**config.mk**
```make
export PLATFORM = sky130hd
export DESIGN_NAME = pipe_stage_reg_flat
export DESIGN_NICKNAME = d
export VERILOG_FILES = /design/src/rtl/pipe_stage_reg_if.sv /design/src/rtl/pipe_stage_reg.sv /design/src/flat_wrapper.sv
export SDC_FILE = /design/constraint.sdc
export NUM_CORES = 1
export LEC_CHECK = 0
export BUFFER_PORTS_ARGS = -buffer_cell sky130_fd_sc_hd__buf_2
export CAP_MARGIN = 0
export CORE_MARGIN = 4
export CORE_UTILIZATION = 48
export CTS_CLUSTER_DIAMETER = 150
export DETAILED_ROUTE_END_ITERATION = 8
export PLACE_DENSITY = 0.88
export SETUP_SLACK_MARGIN = 0.2
export SYNTH_ARGS = -nofsm -noshare
export SYNTH_HDL_FRONTEND = slang
export SYNTH_SLANG_ARGS = --single-unit
```
**constraint.sdc**
```tcl
create_clock -name clk -period 3 [get_ports clk]
set_input_delay 0.15 -clock clk [delete_from_list [all_inputs] [get_ports clk]]
set_output_delay 0.15 -clock clk [all_outputs]
set_load 0.02 [all_outputs]
```
**src/rtl/pipe_stage_reg_if.sv**
```systemverilog
// Handshake bundle for pipe_stage_reg: upstream valid/ready/data and downstream valid/ready/data.
// master drives the block's inputs (producer/consumer side); slave is the register chain itself.
interface pipe_stage_reg_if #(
  parameter int unsigned WIDTH = 32
);
  logic             in_valid;
  logic             in_ready;
  logic [WIDTH-1:0] in_data;
  logic             out_valid;
  logic             out_ready;
  logic [WIDTH-1:0] out_data;

  modport master (
    output in_valid, in_data, out_ready,
    input  in_ready, out_valid, out_data
  );

  modport slave (
    input  in_valid, in_data, out_ready,
    output in_ready, out_valid, out_data
  );
endinterface

```
**src/rtl/pipe_stage_reg.sv**
```systemverilog
// Elastic pipeline register chain (STAGES slots) with valid/ready, stall and flush; empty slots carry zero data.
// Optional macro PIPE_SKID_EN adds a one-entry input skid buffer so in_ready has no path from out_ready.
module pipe_stage_reg #(
  parameter int unsigned WIDTH  = 32,
  parameter int unsigned STAGES = 1,
  parameter int unsigned CW     = $clog2(STAGES + 2)
) (
  input  logic            clk,
  input  logic            rst_n,
  input  logic            stall,
  input  logic            flush,
  pipe_stage_reg_if.slave bus,
  output logic [CW-1:0]   count
);

  logic [STAGES-1:0] v;
  logic [STAGES-1:0] vNxt;
  logic [STAGES-1:0] adv;
  logic [WIDTH-1:0]  d    [STAGES];
  logic [WIDTH-1:0]  dNxt [STAGES];
  logic              inReady;
  logic              accept;
  logic              srcValid;
  logic [WIDTH-1:0]  srcData;
  logic [CW-1:0]     cntNxt;
  logic              outValid;

`ifdef PIPE_SKID_EN
  logic              skidV;
  logic              skidVNxt;
  logic [WIDTH-1:0]  skidD;
  logic [WIDTH-1:0]  skidDNxt;
`endif

  // Advance ripples from the output back to slot 0: a slot may load if it is
  // empty or the slot ahead of it is moving this cycle.
  always_comb begin
    logic mv;
    adv = '0;
    mv  = bus.out_ready;
    for (int unsigned i = 0; i < STAGES; i++) begin
      adv[STAGES-1-i] = ~stall & (~v[STAGES-1-i] | mv);
      mv              = adv[STAGES-1-i];
    end
  end

`ifdef PIPE_SKID_EN
  assign inReady = ~skidV & ~stall & ~flush;
`else
  assign inReady = ~stall & ~flush & adv[0];
`endif

  assign accept = bus.in_valid & inReady;

  always_comb begin
    srcValid = accept;
    srcData  = accept ? bus.in_data : '0;
`ifdef PIPE_SKID_EN
    skidVNxt = skidV;
    skidDNxt = skidD;
    // The skid entry drains into slot 0 ahead of new input; new input is
    // parked in the skid only when slot 0 cannot take it.
    if (skidV) begin
      srcValid = 1'b1;
      srcData  = skidD;
      if (adv[0]) begin
        skidVNxt = 1'b0;
        skidDNxt = '0;
      end
    end else if (accept && !adv[0]) begin
      skidVNxt = 1'b1;
      skidDNxt = bus.in_data;
    end
    if (flush) begin
      skidVNxt = 1'b0;
      skidDNxt = '0;
    end
`endif

    vNxt    = v;
    dNxt[0] = d[0];
    if (adv[0]) begin
      vNxt[0] = srcValid;
      dNxt[0] = srcData;
    end
    for (int unsigned k = 1; k < STAGES; k++) begin
      dNxt[k] = d[k];
      if (adv[k]) begin
        vNxt[k] = v[k-1];
        dNxt[k] = d[k-1];
      end
    end

    if (flush) begin
      vNxt = '0;
      for (int unsigned k = 0; k < STAGES; k++) dNxt[k] = '0;
    end
  end

  always_comb begin
    cntNxt = '0;
    for (int unsigned k = 0; k < STAGES; k++) cntNxt = cntNxt + CW'(vNxt[k]);
`ifdef PIPE_SKID_EN
    cntNxt = cntNxt + CW'(skidVNxt);
`endif
  end

  always_ff @(posedge clk or negedge rst_n) begin
    if (!rst_n) begin
      v     <= '0;
      count <= '0;
      for (int unsigned k = 0; k < STAGES; k++) d[k] <= '0;
    end else begin
      v     <= vNxt;
      count <= cntNxt;
      for (int unsigned k = 0; k < STAGES; k++) d[k] <= dNxt[k];
    end
  end

`ifdef PIPE_SKID_EN
  always_ff @(posedge clk or negedge rst_n) begin
    if (!rst_n) begin
      skidV <= 1'b0;
      skidD <= '0;
    end else begin
      skidV <= skidVNxt;
      skidD <= skidDNxt;
    end
  end
`endif

  assign outValid      = v[STAGES-1] & ~stall & ~flush;
  assign bus.out_valid = outValid;
  assign bus.out_data  = outValid ? d[STAGES-1] : '0;
  assign bus.in_ready  = inReady;

endmodule

```
**src/flat_wrapper.sv**
```systemverilog
// flat-port wrapper written by rule: the top's interface ports become plain ports
module pipe_stage_reg_flat 
#(
  parameter int unsigned WIDTH  = 32,
  parameter int unsigned STAGES = 1,
  parameter int unsigned CW     = $clog2(STAGES + 2)
)
  (clk, rst_n, stall, flush, count, bus_in_valid, bus_in_data, bus_out_ready, bus_in_ready, bus_out_valid, bus_out_data);
  pipe_stage_reg_if #(.WIDTH(WIDTH)) bus_i ();
  input  logic clk;
  input  logic rst_n;
  input  logic stall;
  input  logic flush;
  output logic [CW-1:0] count;
  input wire logic [$bits(bus_i.in_valid)-1:0] bus_in_valid;
  input wire logic [$bits(bus_i.in_data)-1:0] bus_in_data;
  input wire logic [$bits(bus_i.out_ready)-1:0] bus_out_ready;
  output wire logic [$bits(bus_i.in_ready)-1:0] bus_in_ready;
  output wire logic [$bits(bus_i.out_valid)-1:0] bus_out_valid;
  output wire logic [$bits(bus_i.out_data)-1:0] bus_out_data;
  assign bus_i.in_valid = bus_in_valid;
  assign bus_i.in_data = bus_in_data;
  assign bus_i.out_ready = bus_out_ready;
  assign bus_in_ready = bus_i.in_ready;
  assign bus_out_valid = bus_i.out_valid;
  assign bus_out_data = bus_i.out_data;
  pipe_stage_reg #(.WIDTH(WIDTH), .STAGES(STAGES), .CW(CW)) u_core (.clk(clk), .rst_n(rst_n), .stall(stall), .flush(flush), .bus(bus_i), .count(count));
endmodule
```
==> impl_metrics.csv <==
group,metric,value,unit
critical_path,r2r_cells,4,
power_and_ir_drop,seqPwrFrac,0.591,
critical_path,reg2reg_slack,1190,ps
cts,ctsResizeCount,0,
critical_path,cp_slowest_cell,"nor3b_2",
synth,netlist_instances,118,
synth,seq_area_frac_synth,0.5612,
sta,max_freq,0.4778,GHz
detailed_routing,ant_nets,0,
detailed_routing,first_pass_iters,4,
critical_path,crit_type,"flip-flop to output pin",
global_route,grt_antenna_before_repair,0,
finish,n_fill_cell,223,
power_and_ir_drop,p_leak,1.070,nW
sta,slew_headroom,0.4616,
detailed_routing,vias,1177,
detailed_routing,wirelength,3.244,mm
finish,utilization,0.6570,
finish,drive_above_1_share,0.4444,
finish,area_delta_synth_final,27.38,%
cts,cts.sinks,33,
cts,clock_latency,320,ps
sta,skew,5.543,ps
finish,antennaDiodeCount,0,
hold_path,hp-class,"input port to flip-flop",
cts,ctsHoldBuffers,1,
global_route,overflow,0,
die,core_area,2853,um^2
synth,ys.flop_type,"dfrtp_1",
sta,rsz0062_at_grt,"false",
sta,min_period,2093,ps
critical_path,startpoint,"u_core.count[0]",
placement,gp_congestion,0.7496,
detailed_routing,avgViaCountPerCell,5.350,
die,fp-row-count,19,
synth,yosysTopAreaCellShare,0.5612,
sta,setup_tns,0,ps
critical_path,crit_chain,"nor3b_2 > buf_4 > and2_1 > buf_2",
sta,drv_slew,0,
finish,fin_nets,227,
cts,numCtsBuffers,5,
detailed_routing,wl_per_cell,14.75,um
die,ios,74,
synth,syn_area,1471,um^2
cts,cts_setup_buffers,0,
synth,yosysUniqueCellTypes,17,
sta,tightest_slew,804.2,ps
flow_run,drv_cap,0,
critical_path,r2r-start,"u_core.count[0]",
global_route,grt_usage,0.1778,
detailed_routing,drt_iter0_markers,75,
global_route,grt_pass1_vias,1282,
critical_path,cp-end-kind,"output pin",
global_route,grt_max_degree,34,
synth,yosysWarnings,0,
die,start_util,0.5158,
synth,synth_edf_count,0,
critical_path,cp-start-kind,"flip-flop",
critical_path,endpoint,"bus_out_data[13]",
critical_path,path_max_fanout,17,
global_route,grt_pass1_wl,5.782,mm
synth,synthArstFlopShare,1.000,
power_and_ir_drop,power_density,425.4,nW/um^2
power_and_ir_drop,p_int,0.6115,mW
cts,cts_tree,"yes",
power_and_ir_drop,total_power,0.7973,mW
critical_path,slowest_delay,620,ps
cts,path_clk_slew,90,ps
sta,fin_crit_sh,0.6977,
synth,post-synth-top-area-cell,"dfrtp_1",
cts,cts-root-buf,"clkbuf_4",
critical_path,cp_data_required_time,2850,ps
die,die_area,4015,um^2
placement,io_buffers,72,
power_and_ir_drop,ir_drop,0.2212,mV
synth,ys_top_cells_by_count,"dfrtp_1 (33), a22o_1 (32), and2_1 (32)",
die,die_w,63.37,um
sta,hold_viol,0,
synth,yosysMostFrequentCell,"dfrtp_1",
sta,setup_slack,906.9,ps
power_and_ir_drop,power_switching,0.1858,mW
power_and_ir_drop,combPwrFrac,0.106,
power_and_ir_drop,p_sw_frac,0.2331,
placement,place_ws,1182,ps
synth,ys_ff_latch,33,
synth,syn-num-nets,156,
synth,yosys-top-cells-area,"dfrtp_1 (56%), a22o_1 (19%), and2_1 (14%)",
sta,setup_viol,0,
critical_path,rr_endpoint,"u_core.d[20]",
cts,clockBufferDepth,2,
critical_path,cp.arrival,1940,ps
die,die_h,63.37,um
synth,syn_avg_cell_area,12.47,um^2
power_and_ir_drop,clkPwrFrac,0.303,
cts,cts-htree-levels,2,
run_status,status,"complete, no violations",
detailed_routing,drc,0,
-- cell usage in the layout, fill, tap and decap left out --
| cell | count |
|---|---|
| nor2b_4 | 1 |
| nand2b_1 | 1 |
| clkbuf_1 | 1 |
| buf_2 | 72 |
| nor4b_4 | 1 |
| and2_1 | 32 |
| o21ba_2 | 1 |
| buf_4 | 2 |
| nor3b_2 | 1 |
| inv_1 | 1 |
| conb_1 | 1 |
| dlygate4sd3_1 | 1 |
| clkbuf_4 | 5 |
| o21ai_0 | 1 |
| a21oi_1 | 1 |
| dfrtp_1 | 33 |
| nor3_1 | 1 |
| clkbuf_8 | 1 |
| a22o_1 | 32 |
-- cells by family after synthesis --
logic type / synth area share
AOI/OAI and AO/OA: 0.2041
DFF: 0.5612
buffers and inverters: 0.05442
and+or+nand+nor: 0.1777
other: 0.002549
-- sequential cells by signal, summed over array words and instances (netlist names) --
signal	flops
u_core.d	32
u_core.count	1
-- layout make-up --
| cell class | instances | area, um^2 | area share |
|---|---|---|---|
| Multi-Input combinational cell | 73 | 565.5 | 0.3017 |
| Inverter | 1 | 3.754 | 0.002003 |
| Clock buffer | 7 | 55.05 | 0.02937 |
| Tap cell | 31 | 38.79 | 0.02069 |
| Sequential cell | 33 | 825.8 | 0.4406 |
| Timing Repair Buffer | 75 | 385.4 | 0.2056 |
-- metal layers --
layer,global-route usage,routed length (um)
met2,0.2894,1491
met4,0.04043,20
met5,0,0
met3,0.06039,339
met1,0.2289,1393
-- how the worst min path moves through the flow --
stage	start	endpoint	slack, ps	depth (start not counted)
floorplan	rst_n	u_core.count[0]	-150	0
global placement	rst_n	u_core.d[22]	220	1
detailed placement	rst_n	u_core.d[22]	240	1
CTS	bus_in_data[10]	u_core.d[10]	30	2
global route	bus_in_data[6]	u_core.d[6]	20	2
finish	bus_in_data[10]	u_core.d[10]	40	2
-- critical path: cells and delay by family, from the launching register on --
family	cells	cell delay [ps]
buffers and inverters	2	470
flip-flops	1	380
AND/OR/NAND/NOR	2	770
-- per-stage QoR --
step	instance area, um^2	std cells	hold slack (ps)
floorplan	1471	118	-145.6
global placement	1809	212	223.4
detailed placement	1809	212	242.7
CTS	1874	220	29.77
global route	1874	220	24.71
finish	1874	220	43.01
-- power by group through the flow --
| stage | sequential (mW) | combinational [mW] | clock, mW |
|---|---|---|---|
| CTS | 0.471 | 0.0864 | 0.252 |
| floorplan | 0.477 | 0.0461 | 0 |
| global route | 0.474 | 0.0948 | 0.275 |
| finish | 0.471 | 0.0846 | 0.241 |
| global placement | 0.479 | 0.0820 | 0 |
| detailed placement | 0.479 | 0.0855 | 0 |
No activity file was read; power rests on OpenSTA's default activity.
